**config.mk**
```make
export PLATFORM = sky130hd
export DESIGN_NAME = seed_random_2_deck_dealer_flat
export DESIGN_NICKNAME = d
export VERILOG_FILES = /design/src/rtl/seed_random_2_deck_dealer_if.sv /design/src/rtl/seed_random_2_deck_dealer.sv /design/src/flat_wrapper.sv
export SDC_FILE = /design/constraint.sdc
export NUM_CORES = 1
export LEC_CHECK = 0
export ABC_AREA = 1
export BUFFER_PORTS_ARGS = -buffer_cell sky130_fd_sc_hd__buf_4
export CORE_ASPECT_RATIO = 0.9
export CORE_UTILIZATION = 25
export CTS_BUF_LIST = sky130_fd_sc_hd__clkbuf_8
export DETAILED_ROUTE_END_ITERATION = 12
export SLEW_MARGIN = 10
export SYNTH_ARGS = -nofsm -noshare
export SYNTH_HDL_FRONTEND = slang
export SYNTH_SLANG_ARGS = --single-unit
```
**constraint.sdc**
```tcl
create_clock -name clk_dp_c_i -period 7.2 [get_ports clk_dp_c_i]
set_input_delay 1.44 -clock clk_dp_c_i [delete_from_list [all_inputs] [get_ports clk_dp_c_i]]
set_output_delay 1.44 -clock clk_dp_c_i [all_outputs]
set_load 0.02 [all_outputs]
```
**src/rtl/seed_random_2_deck_dealer_if.sv**
```systemverilog
// rtl/seed_random_2_deck_dealer_if.sv - deal request/response bundle between game FSM and deck dealer
interface seed_random_2_deck_dealer_if;
   logic [7:0] seed_i;
   logic       deal_req_i;
   logic       new_deck_i;
   logic       card_valid_o;
   logic [5:0] card_index_o;
   logic [3:0] card_rank_o;
   logic [1:0] card_suit_o;
   logic [3:0] card_points_o;
   logic [5:0] cards_left_o;
   logic       deck_empty_o;
   logic       busy_o;

   modport master (
      output seed_i, deal_req_i, new_deck_i,
      input  card_valid_o, card_index_o, card_rank_o, card_suit_o, card_points_o,
             cards_left_o, deck_empty_o, busy_o
   );

   modport slave (
      input  seed_i, deal_req_i, new_deck_i,
      output card_valid_o, card_index_o, card_rank_o, card_suit_o, card_points_o,
             cards_left_o, deck_empty_o, busy_o
   );
endinterface

```
**src/rtl/seed_random_2_deck_dealer.sv**
```systemverilog
// rtl/seed_random_2_deck_dealer.sv - seeded card dealer with used-mask linear probing
module seed_random_2_deck_dealer #(
   parameter int DECK_SIZE  = 52,
   parameter int SUIT_SIZE  = 13,
   parameter int ACE_POINTS = 11
) (
   input  logic                          clk_dp_c_i,
   input  logic                          rst_dp_c_i,
   seed_random_2_deck_dealer_if.slave    dealer
);
   typedef enum logic [1:0] {IDLE = 2'd0, PROBE = 2'd1, DONE = 2'd2} state_t;

   localparam logic [7:0] SEED_MOD   = 8'(DECK_SIZE);
   localparam logic [5:0] LAST_IDX   = 6'(DECK_SIZE - 1);
   localparam logic [5:0] FULL_COUNT = 6'(DECK_SIZE);
   localparam logic [5:0] SUIT_W     = 6'(SUIT_SIZE);
   localparam logic [3:0] ACE_W      = 4'(ACE_POINTS);

   state_t               state_q, state_d;
   logic [DECK_SIZE-1:0] used_q, used_d;
   logic [5:0]           probe_idx_q, probe_idx_d;
   logic [5:0]           cards_left_q, cards_left_d;
   logic [5:0]           card_index_q, card_index_d;
   logic [3:0]           card_rank_q, card_rank_d;
   logic [1:0]           card_suit_q, card_suit_d;
   logic [3:0]           card_points_q, card_points_d;

   logic [5:0]           seed_idx;
   logic [1:0]           dec_suit;
   logic [3:0]           dec_rank;
   logic [3:0]           dec_points;
   logic                 deck_empty;

   assign seed_idx   = 6'(dealer.seed_i % SEED_MOD);
   assign deck_empty = (cards_left_q == 6'd0);

   // Decode always follows the slot being probed so the mark cycle can register it directly.
   assign dec_suit   = 2'(probe_idx_q / SUIT_W);
   assign dec_rank   = 4'(probe_idx_q % SUIT_W) + 4'd1;
   assign dec_points = (dec_rank == 4'd1) ? ACE_W :
                       (dec_rank > 4'd10) ? 4'd10 : dec_rank;

   always_ff @(posedge clk_dp_c_i or negedge rst_dp_c_i) begin
      if (!rst_dp_c_i) begin
         state_q       <= IDLE;
         used_q        <= '0;
         probe_idx_q   <= 6'd0;
         cards_left_q  <= FULL_COUNT;
         card_index_q  <= 6'd0;
         card_rank_q   <= 4'd0;
         card_suit_q   <= 2'd0;
         card_points_q <= 4'd0;
      end else begin
         state_q       <= state_d;
         used_q        <= used_d;
         probe_idx_q   <= probe_idx_d;
         cards_left_q  <= cards_left_d;
         card_index_q  <= card_index_d;
         card_rank_q   <= card_rank_d;
         card_suit_q   <= card_suit_d;
         card_points_q <= card_points_d;
      end
   end

   always_comb begin
      state_d       = state_q;
      used_d        = used_q;
      probe_idx_d   = probe_idx_q;
      cards_left_d  = cards_left_q;
      card_index_d  = card_index_q;
      card_rank_d   = card_rank_q;
      card_suit_d   = card_suit_q;
      card_points_d = card_points_q;

      if (dealer.new_deck_i) begin
         state_d       = IDLE;
         used_d        = '0;
         cards_left_d  = FULL_COUNT;
         card_index_d  = 6'd0;
         card_rank_d   = 4'd0;
         card_suit_d   = 2'd0;
         card_points_d = 4'd0;
      end else begin
         unique case (state_q)
            IDLE: begin
               if (dealer.deal_req_i && !deck_empty) begin
                  probe_idx_d = seed_idx;
                  state_d     = PROBE;
               end
            end
            // PROBE is only entered with a free slot somewhere, so the scan always ends.
            PROBE: begin
               if (!used_q[probe_idx_q]) begin
                  used_d[probe_idx_q] = 1'b1;
                  cards_left_d        = cards_left_q - 6'd1;
                  card_index_d        = probe_idx_q;
                  card_rank_d         = dec_rank;
                  card_suit_d         = dec_suit;
                  card_points_d       = dec_points;
                  state_d             = DONE;
               end else begin
                  probe_idx_d = (probe_idx_q == LAST_IDX) ? 6'd0 : probe_idx_q + 6'd1;
               end
            end
            DONE: begin
               if (!dealer.deal_req_i) state_d = IDLE;
            end
            default: state_d = IDLE;
         endcase
      end
   end

   assign dealer.card_valid_o  = (state_q == DONE);
   assign dealer.busy_o        = (state_q == PROBE);
   assign dealer.card_index_o  = card_index_q;
   assign dealer.card_rank_o   = card_rank_q;
   assign dealer.card_suit_o   = card_suit_q;
   assign dealer.card_points_o = card_points_q;
   assign dealer.cards_left_o  = cards_left_q;
   assign dealer.deck_empty_o  = deck_empty;
endmodule
```
**src/flat_wrapper.sv**
```systemverilog
// flat-port wrapper written by rule: the top's interface ports become plain ports
module seed_random_2_deck_dealer_flat 
#(
   parameter int DECK_SIZE  = 52,
   parameter int SUIT_SIZE  = 13,
   parameter int ACE_POINTS = 11
)
  (clk_dp_c_i, rst_dp_c_i, dealer_seed_i, dealer_deal_req_i, dealer_new_deck_i, dealer_card_valid_o, dealer_card_index_o, dealer_card_rank_o, dealer_card_suit_o, dealer_card_points_o, dealer_cards_left_o, dealer_deck_empty_o, dealer_busy_o);
  seed_random_2_deck_dealer_if dealer_i ();
  input  logic clk_dp_c_i;
  input  logic rst_dp_c_i;
  input wire logic [$bits(dealer_i.seed_i)-1:0] dealer_seed_i;
  input wire logic [$bits(dealer_i.deal_req_i)-1:0] dealer_deal_req_i;
  input wire logic [$bits(dealer_i.new_deck_i)-1:0] dealer_new_deck_i;
  output wire logic [$bits(dealer_i.card_valid_o)-1:0] dealer_card_valid_o;
  output wire logic [$bits(dealer_i.card_index_o)-1:0] dealer_card_index_o;
  output wire logic [$bits(dealer_i.card_rank_o)-1:0] dealer_card_rank_o;
  output wire logic [$bits(dealer_i.card_suit_o)-1:0] dealer_card_suit_o;
  output wire logic [$bits(dealer_i.card_points_o)-1:0] dealer_card_points_o;
  output wire logic [$bits(dealer_i.cards_left_o)-1:0] dealer_cards_left_o;
  output wire logic [$bits(dealer_i.deck_empty_o)-1:0] dealer_deck_empty_o;
  output wire logic [$bits(dealer_i.busy_o)-1:0] dealer_busy_o;
  assign dealer_i.seed_i = dealer_seed_i;
  assign dealer_i.deal_req_i = dealer_deal_req_i;
  assign dealer_i.new_deck_i = dealer_new_deck_i;
  assign dealer_card_valid_o = dealer_i.card_valid_o;
  assign dealer_card_index_o = dealer_i.card_index_o;
  assign dealer_card_rank_o = dealer_i.card_rank_o;
  assign dealer_card_suit_o = dealer_i.card_suit_o;
  assign dealer_card_points_o = dealer_i.card_points_o;
  assign dealer_cards_left_o = dealer_i.cards_left_o;
  assign dealer_deck_empty_o = dealer_i.deck_empty_o;
  assign dealer_busy_o = dealer_i.busy_o;
  seed_random_2_deck_dealer #(.DECK_SIZE(DECK_SIZE), .SUIT_SIZE(SUIT_SIZE), .ACE_POINTS(ACE_POINTS)) u_core (.clk_dp_c_i(clk_dp_c_i), .rst_dp_c_i(rst_dp_c_i), .dealer(dealer_i));
endmodule
```
# Word-level counts from Yosys, hierarchy flattened
# Index checks and enable logic that the tools add are counted.
word_totals:
  ff_bits: 82
  input_bits: 12
  output_inout_bits: 25
  wordCells: 72
classes:
  add_sub_neg: 3
  div_mod_pow: 3
  n_lt_le_gt_ge: 3
  eq_ne: 10
  n_mux: 33
  bitwise: 2
  n_reduce_logical: 10
ops:
  columns: ["op", "count"]
  rows:
  - ["2-to-1 mux 52 bit", 3]
  - ["2-to-1 mux 6 bit", 9]
  - ["bitwise OR 52 bit", 1]
  - ["2-to-1 mux 4 bit", 8]
  - ["2-to-1 mux 2 bit", 7]
  - ["one-hot mux 6 bit (2 select lines)", 1]
  - ["remainder unit 8 x 6 -> 8 bit, second input constant", 1]
  - ["less-than comparator 6 x 7 -> 1 bit, second input constant", 1]
  - ["adder 6 x 1 -> 6 bit, second input constant", 1]
  - ["binary-select mux 1 bit (select 6 bit)", 1]
  - ["demux 1 bit (select 6 bit)", 1]
  - ["divider 6 x 4 -> 6 bit, second input constant", 1]
  - ["== test 6 bit, second input constant", 1]
  - ["greater-or-equal comparator 6 x 1 -> 1 bit, second input constant", 1]
  - ["zero test 6 bit", 1]
  - ["remainder unit 6 x 4 -> 6 bit, second input constant", 1]
  - ["inequality test 3 bit, second input constant", 2]
  - ["one-hot mux 2 bit (3 select lines)", 1]
  - ["subtractor 6 x 1 -> 6 bit, second input constant", 1]
  - ["adder 4 x 1 -> 4 bit, second input constant", 1]
  - ["== test 4 x 1 -> 1 bit, second input constant", 1]
  - ["greater-than comparator 4 bit, second input constant", 1]
  - ["inequality test 2 x 1 -> 1 bit, second input constant", 2]
  - ["AND reduction 4 bit", 1]
  - ["12 further kinds", 15]

# Longest topological paths before layout
# Gate-level depths: netlist of the first run.
logic_depth:
  depth_word: 8
  depth_mapped: 29
  depth_no_buf: 28

# Worst setup path after synthesis of the first run
# Ideal clock, no wire load.
synth_timing:
  kind: "flip-flop to flip-flop"
  from: "register u_core.probe_idx_q[4]"
  to: "register u_core.card_points_q[1], in the netlist u_core.dealer.card_points_o[1]"
  setup_ps: 65
  arrival_time_ps: 3274
  required_ps: 7135
  slack_ps: 3861
  stages_incl_launch_ff: 25
  n_path_buf: 1
  period_less_slack_ps: 3339
  path_cell_list: "dfrtp_1 > buf_4 > nand2_1 > inv_1 > o21ai_0 > inv_1 > ha_1 > inv_1 > nand3_1 > nand2_1 > o21ai_0 > and2_1 > ha_1 > nand2_1 > nand3_2 > nand2_2 > nand2_1 > nand2_1 > ha_1 > or2_2 > nand2_1 > nand3_1 > nand3_1 > nand2_1 > nand2_1"
synth_between:
  elab_chain_len: 8
synth_lines:
  columns: ["element", "line_no", "rtl"]
  rows:
  - ["start: declaration", "seed_random_2_deck_dealer.sv:21", "logic [5:0] probe_idx_q, probe_idx_d;"]
  - ["start signal: assignment", "seed_random_2_deck_dealer.sv:56", "probe_idx_q <= probe_idx_d;"]
  - ["remainder unit 6 x 4 -> 6 bit", "seed_random_2_deck_dealer.sv:39", "assign dec_rank = 4'(probe_idx_q % SUIT_W) + 4'd1;"]
  - ["adder 4 x 1 -> 4 bit", "seed_random_2_deck_dealer.sv:39", null]
  - ["greater-than comparator 4 bit", "seed_random_2_deck_dealer.sv:41", "(dec_rank > 4'd10) ? 4'd10 : dec_rank;"]
  - ["2-to-1 mux 4 bit", "seed_random_2_deck_dealer.sv:41", null]
  - ["2-to-1 mux 4 bit", "seed_random_2_deck_dealer.sv:40", "assign dec_points = (dec_rank == 4'd1) ? ACE_W :"]
  - ["2-to-1 mux 4 bit", "seed_random_2_deck_dealer.sv:93", "if (!used_q[probe_idx_q]) begin"]
  - ["2-to-1 mux 4 bit", "seed_random_2_deck_dealer.sv:84", "unique case (state_q)"]
  - ["2-to-1 mux 4 bit", "seed_random_2_deck_dealer.sv:75", "if (dealer.new_deck_i) begin"]
  - ["end signal: assignment", "seed_random_2_deck_dealer.sv:61", "card_points_q <= card_points_d;"]
  - ["end: declaration", "seed_random_2_deck_dealer.sv:26", "logic [3:0] card_points_q, card_points_d;"]
# Several ways; a longest one is shown, not always the timed one. The select of a mux whose other input is x is not followed.
# A chain may end at the register's enable or synchronous reset.

# Final worst setup path of the first run
layout_timing:
  from: "register u_core.probe_idx_q[2]"
  to: "register u_core.card_points_q[1], in the netlist u_core.dealer.card_points_o[1]"
# The elaborated chain is that of the path after synthesis.

==> impl_metrics.toml, run 1 <==
[critical_path]
arrival_ns = 4.21
start_kind = "register"
startpoint = "u_core.probe_idx_q[2]"
critPathCaptureType = "register"
required_ns = 7.51
cp_max_fo = 11
criticalPathCategory = "register to register"
cp_cell_sequence = "inv_2 -> o21ai_0 -> inv_1 -> ha_1 -> inv_1 -> nand3_1 -> nand2_1 -> o21ai_0 -> and2_1 -> ha_1 -> nand2_1 -> nand3_2 -> nand2_2 -> nand2_1 -> nand2_1 -> ha_1 -> or2_2 -> nand2_1 -> nand3_1 -> nand3_1 -> nand2_1 -> nand2_1"
critPathSlowestCell = "dfrtp_1"
critPathMaxStageDelay_ns = 0.61
r2r-start = "u_core.probe_idx_q[2]"
cp_common_cell = "nand2_1"

[placement]
port_buffers = 36
dp_hpwl_um = 8481
place.gp.congestion = 0.8299
place_area_mm2 = 0.005071

[timing]
maxSlewHeadroom_pct = 22.76
fin_setup_tns_ns = 0
fin_crit_sh_pct = 54.14
worst_hold_slack_ns = 0.4849
tightest_slew_ns = 1.150
skew_ns = 0.01342
min_period_ns = 3.898
hold_viol = 0
setup_violations = 0
finalMaxSlewViolations = 0
rsz0062_at_grt = "no"
fmax_mhz = 256.5

[detailed_routing]
drt-total-wl_um = 11840
drt-vias-per-instance = 4.626
drt_pass1_iterations = 5
drtIter0Drc = 334
wl_per_cell_um = 13.50
drc = 0
num_vias = 4057
antenna_left = 0

[power_and_ir_drop]
p_leak_nw = 2.586
peakVddDrop_mv = 0.1814
p_seq_share_pct = 28.4
power.clock.fraction_pct = 19.0
pwr-share-comb_pct = 52.6
switching_share_pct = 47.80
p_per_area_mw_per_mm2 = 394.2
p_switching_w = 0.0009997
p_int_w = 0.001092

[global_route]
gr-usage-all-layers_pct = 13.56
grt_antenna_before_repair = 0
grt_pass1_wl_um = 19790
grt_max_degree = 83
overflow = 0
grt_pass1_vias = 3778

[cells_and_area]
multiInputGateArea_mm2 = 0.002077
regArea_mm2 = 0.002056
fillers = 1890
nets = 655
drive_gt1_share_pct = 12.72
fin_util_pct = 29.84
n_antenna_cell = 0
design_area_mm2 = 0.005306
synthToLayoutAreaGrowth_pct = 15.53

[clocking]
clock_path_buffers = 2
post_cts_resized = 0
clock-root-buffer = "clkbuf_8"
cts.sinks = 82
clock_latency_ns = 0.36
hold_buffers = 0
h-tree-depth = 3
cts_buffers = 9
clk_pin_slew_ns = 0.08
postCtsSetupRepairBufs = 0
cts_tree = "yes"

[synth]
syn_nets = 622
ys_ff_latch = 82
synthAdderAreaFrac_pct = 2.996
synth_cells = 599
synth-xor-area-share_pct = 0.7627
syn_avg_cell_area_um2 = 7.668
ys_types = 38
synth-simple-area-share_pct = 25.55
synth_top_area_share_pct = 43.04
yosys_warnings = 0
synth_top_family_by_area = "simple AND/OR/NAND/NOR gates"
synth_mux_area_share_pct = 0.2179
ys_top_cells_by_area = "dfrtp_1, nand2_1, inv_1"
ys_seq_area_share_pct = 44.76
synth_compound_gate_area_share_pct = 15.69
syn_area_mm2 = 0.004593
yosysTopAreaCell = "dfrtp_1"

[die]
die_w_um = 144.9
io_pins = 37
start_util_pct = 25.83
floorplan.rows = 46
fp.dieH_um = 130.6
die_area_mm2 = 0.01892
core_area_mm2 = 0.01778

[min_path]
min_from = "u_core.dealer.card_rank_o[3]"
hp-class = "register to register"

[run_status]
status = "finished clean"

[run]
drv_cap = 0
-- power by group through the flow --
| stage | sequential, W | combinational, W | clock (W) |
|---|---|---|---|
| floorplan | 0.000597 | 0.000823 | 0 |
| global placement | 0.000602 | 0.00109 | 0 |
| finish | 0.000593 | 0.00110 | 0.000398 |
| global route | 0.000603 | 0.00125 | 0.000426 |
| CTS | 0.000594 | 0.00110 | 0.000406 |
| detailed placement | 0.000602 | 0.00109 | 0 |
-- stage by stage --
step | cells | power [W] | setup WS [ns]
global route | 877 | 0.002281 | 2.944
finish | 877 | 0.002092 | 3.302
floorplan | 599 | 0.001420 | 3.861
global placement | 861 | 0.001693 | 3.476
detailed placement | 861 | 0.001694 | 3.362
CTS | 877 | 0.002098 | 3.324
-- logic make-up after synthesis --
logic type	after synthesis
muxes	1
buffers and inverters	111
DFF	82
and+or+nand+nor	266
xor gates and xnor gates	4
AOI/OAI and AO/OA	124
adders and majority gates	11
-- path summary, 6_finish.rpt --
| path | end | slack [ns] | cells after the start |
|---|---|---|---|
| setup / recovery | u_core.dealer.card_points_o[1] | 3.30 | 22 |
| setup reg to reg | u_core.dealer.card_points_o[1] | 3.30 | 22 |
| min in group asynchronous | u_core.dealer.card_index_o[0] | 1.25 | 1 |
| max in group asynchronous | u_core.used_q[40] | 5.28 | 1 |
| hold reg to reg | u_core.dealer.card_rank_o[3] | 0.48 | 2 |
| hold / removal | u_core.dealer.card_rank_o[3] | 0.48 | 2 |
-- metal layers --
layer	up-vias	wire [um]	GRT usage, %
met1	1890	6084	20.67
met3	12	664	2.515
li1	2030	-	-
met5	-	0	0
met4	0	121	3.777
met2	125	4968	19.26
-- critical path, delay by kind of cell, from the launching register on --
family	cells	cell delay [ns]
AOI/OAI and AO/OA	2	0.41
adders and majority gates	3	0.70
and+or+nand+nor	14	1.72
buffers and inverters	3	0.39
DFF	1	0.61
-- sequential cells by signal, indices dropped and copies added, names as in the netlist --
| signal | flops |
|---|---|
| u_core.dealer.card_suit_o | 2 |
| u_core.dealer.card_index_o | 6 |
| u_core.dealer.cards_left_o | 6 |
| u_core.dealer.card_rank_o | 4 |
| u_core.state_q | 2 |
| u_core.dealer.card_points_o | 4 |
| u_core.used_q | 52 |
| u_core.probe_idx_q | 6 |
-- area by class of cell --
cell class	count	share of cell area, %
Multi-Input combinational cell	406	39.14
Sequential cell	82	38.74
Inverter	96	6.791
Tap cell	240	5.659
Timing Repair Buffer	37	5.235
Clock buffer	9	2.334
Clock inverter	7	2.099
-- cells in the mapped netlist --
cell and n:
a21boi_0 2, a21oi_1 14, a21oi_2 1, a221oi_1 2, a22o_1 1, a22oi_1 5, a31oi_1 7, and2_1 1
buf_2 2, buf_4 3, buf_6 4, clkbuf_1 6, clkinv_1 1, dfrtp_1 79, dfstp_2 3, ha_1 11
inv_1 87, inv_2 8, mux2i_1 1, nand2_1 134, nand2_2 5, nand3_1 58, nand3_2 5, nand3b_1 4
nand4_1 2, nor2_1 44, nor2_2 4, nor2_4 2, nor3_1 5, o2111ai_1 1, o211ai_1 4, o21ai_0 47
o21ai_1 11, o21bai_1 3, o221ai_1 2, o22ai_1 24, or2_2 2, xor2_1 4
-- cell usage in the layout, fill, tap and decap left out, types with 7 or more instances in the layout --
master,instances
nand2_1,134
clkbuf_8,9
inv_1,89
inv_2,8
a21oi_1,14
ha_1,11
o21ai_0,47
buf_4,37
o22ai_1,24
nor2_1,44
nand3_1,58
dfrtp_1,79
o21ai_1,11
a31oi_1,7
(Power assumes the default switching activity.)
==> inputs of run 2 (changes only) <==
ABC_AREA = 0   (was 1)
clock period = 3.35 ns   (was 7.2 ns; I/O delays follow)
==> run 2 against run 1 <==
Hold slack better by 0.012 ns. Largest power group unchanged. Synthesized cell count is 7.8% lower. Power is 89% higher. Largest cell class unchanged. Routed wire length is 6.5% higher. Via count is 2.3% higher. Synthesized area is 4.3% higher. Critical path type unchanged.
==> impl_metrics.toml, run 2 <==
[clocking]
clock-root-buffer = "clkbuf_8"
clock_latency_ns = 0.37
cts_tree = "yes"
cts.sinks = 82
clock_path_buffers = 2
cts_buffers = 9
clk_pin_slew_ns = 0.09
hold_buffers = 0
h-tree-depth = 3

[placement]
port_buffers = 36
dpl.cell_count = 822
place_ws_ns = -0.04586
dp_hpwl_um = 8318
place.gp.congestion = 0.7996

[cells_and_area]
instances_no_fill = 844
n_antenna_cell = 0
largest_reg_flops = 52
synthToLayoutAreaGrowth_pct = 20.32
nets = 617
drive_gt1_share_pct = 21.54
mostFrequentLayoutCell = "nor2_1"
max_flop_register = "u_core.used_q"
most-common-layout-cells = "nor2_1, a21oi_1, dfrtp_1, buf_4, nand2_1"
fillers = 1972

[detailed_routing]
num_vias = 4150
drt-vias-per-instance = 4.917
drc = 0
antenna_left = 0
drt_pass1_iterations = 5
drt-total-wl_um = 12600
wl_per_cell_um = 14.93
drtIter0Drc = 328

[synth]
ys_types = 67
syn_nets = 575
syn_area_mm2 = 0.004791
ys_ff_latch = 82
synth_most_common_cell = "nor2_1"
ys_top_cells_by_area = "dfrtp_1, a21oi_1, nor2_1"
yosysTopAreaCell = "dfrtp_1"
synth_top_area_share_pct = 41.26
synth_cells = 552
yosys-top-cells-count = "nor2_1, a21oi_1, dfrtp_1"
syn_avg_cell_area_um2 = 8.679
yosys_warnings = 0
synthArstFlopShare_pct = 100.0
ys.flop_type = "dfrtp_1"
synth_edf_count = 0
ys_seq_area_share_pct = 42.91

[timing]
skew_ns = 0.01199
min_period_ns = 3.279
fin_crit_sh_pct = 97.89
finalMaxSlewViolations = 0
fmax_mhz = 304.9
setup_ws_ns = 0.07075
tightest_slew_ns = 1.054
maxSlewHeadroom_pct = 29.73
hold_viol = 0
setup_violations = 0
rsz0062_at_grt = "yes"

[global_route]
gr-usage-all-layers_pct = 13.15
grt_max_degree = 83
overflow = 0
grt_pass1_wl_um = 20530
grt_antenna_before_repair = 0
grt_pass1_vias = 3910

[power_and_ir_drop]
p_per_area_mw_per_mm2 = 685.7
p_leak_nw = 2.495
peakVddDrop_mv = 0.3706
p_total_w = 0.003953

[die]
floorplan.rows = 47
die_area_mm2 = 0.01972
start_util_pct = 25.78
core_area_mm2 = 0.01858
io_pins = 37
die_w_um = 147.9
fp.dieH_um = 133.3

[critical_path]
critPathCaptureType = "register"
arrival_ns = 3.56
r2r_setup_slack_ns = 0.07
criticalPathCategory = "register to register"
start_kind = "register"
required_ns = 3.63
cp_max_fo = 5

[min_path]
hp-class = "input pin to async pin"

[run_status]
status = "finished clean"

[run]
drv_cap = 0
[run 2: cell count changes after synthesis, moves of 11 or more]
cell,before,now
nand3_1,58,7
o22ai_1,24,3
clkbuf_1,6,26
nand2b_1,0,13
nand2_1,134,48
nor2_1,44,92
buf_2,2,13
o21ai_0,47,22
mux2i_1,1,12
a21oi_1,14,83
inv_1,87,11
[run 2: repair_timing]
| item | in CTS | in global routing |
|---|---|---|
| resized for setup | 2 | 11 |
| buffers inserted | 2 | 4 |
| endpoints found under the hold margin | 0 | 0 |
| endpoints found under the setup margin | 1 | 5 |
| pin swaps | 1 | 9 |
[run 2: layer usage]
metal	global-route usage, %	wire, um	up-vias
li1	-	-	2022
met1	17.99	6204	2047
met2	21.04	5907	71
met3	3.014	389	10
met4	2.921	100	0
met5	0	0	-
[run 2: cell families (layout without fill, tap and decap cells)]
family / after synthesis / after routing / share of synthesized area, %
flops: 82 / 82 / 42.91
xor+xnor: 11 / 11 / 2.168
buf+inv: 56 / 103 / 5.197
fa+ha+maj: 11 / 11 / 2.873
mux: 17 / 17 / 4.388
simple gates: 214 / 214 / 21.65
compound gates: 161 / 161 / 20.82
[run 2: worst paths after layout]
path | from | endpoint | cells after the start
max | u_core.probe_idx_q[5] | u_core.dealer.card_points_o[1] | 19
min | rst_dp_c_i | u_core.dealer.card_index_o[0] | 1
max reg2reg | u_core.probe_idx_q[5] | u_core.dealer.card_points_o[1] | 19
min reg2reg | u_core.used_q[3] | u_core.used_q[3] | 2
max in group asynchronous | rst_dp_c_i | u_core.used_q[11] | 1
min in group clk_dp_c_i | u_core.used_q[3] | u_core.used_q[3] | 2
[run 2: metrics by stage]
step / util, % / hold WS (ns) / TNS, ns / area, um2
after floorplan: - / 0.3744 / -0.5148 / 4833
after global placement: 29.36 / 0.4692 / 0 / 5455
after detailed placement: 29.36 / 0.4820 / -0.04586 / 5455
after CTS: 30.60 / 0.5027 / 0 / 5685
after global routing: 31.02 / 0.5239 / -0.1553 / 5764
final: 31.02 / 0.4970 / 0 / 5764
[run 2: cell type report]
type / instances / area, um2 / area share (%)
clock buffers: 11 / 151.4 / 2.626
clock inverters: 5 / 53.80 / 0.9334
inverters: 13 / 50.05 / 0.8682
multi-input cells: 414 / 2579 / 44.74
flip-flops and latches: 82 / 2056 / 35.66
well taps: 245 / 306.5 / 5.318
repair buffers: 74 / 568.0 / 9.855
[run 2: worst max-delay path: stages, from the launching register on]
cell      delay (ns)
dfrtp_1         0.42
and2_4          0.18
a22oi_2         0.17
ha_2            0.21
a21o_1          0.14
nand2_2         0.07
xnor2_2         0.16
inv_2           0.07
ha_2            0.16
nand2b_4        0.14
and4_4          0.17
or2_4           0.28
nor2_2          0.09
a21o_1          0.12
inv_2           0.05
ha_4            0.17
xnor2_4         0.13
a21oi_2         0.14
mux2i_1         0.09
a311oi_1        0.24
[run 2: power breakdown]
part / internal (W) / total (W) / switching, W
clock: 0.000383 / 0.000752 / 0.000370
combinational: 0.000893 / 0.00206 / 0.00117
sequential: 0.00107 / 0.00114 / 0.0000683
total: 0.00235 / 0.00395 / 0.00161
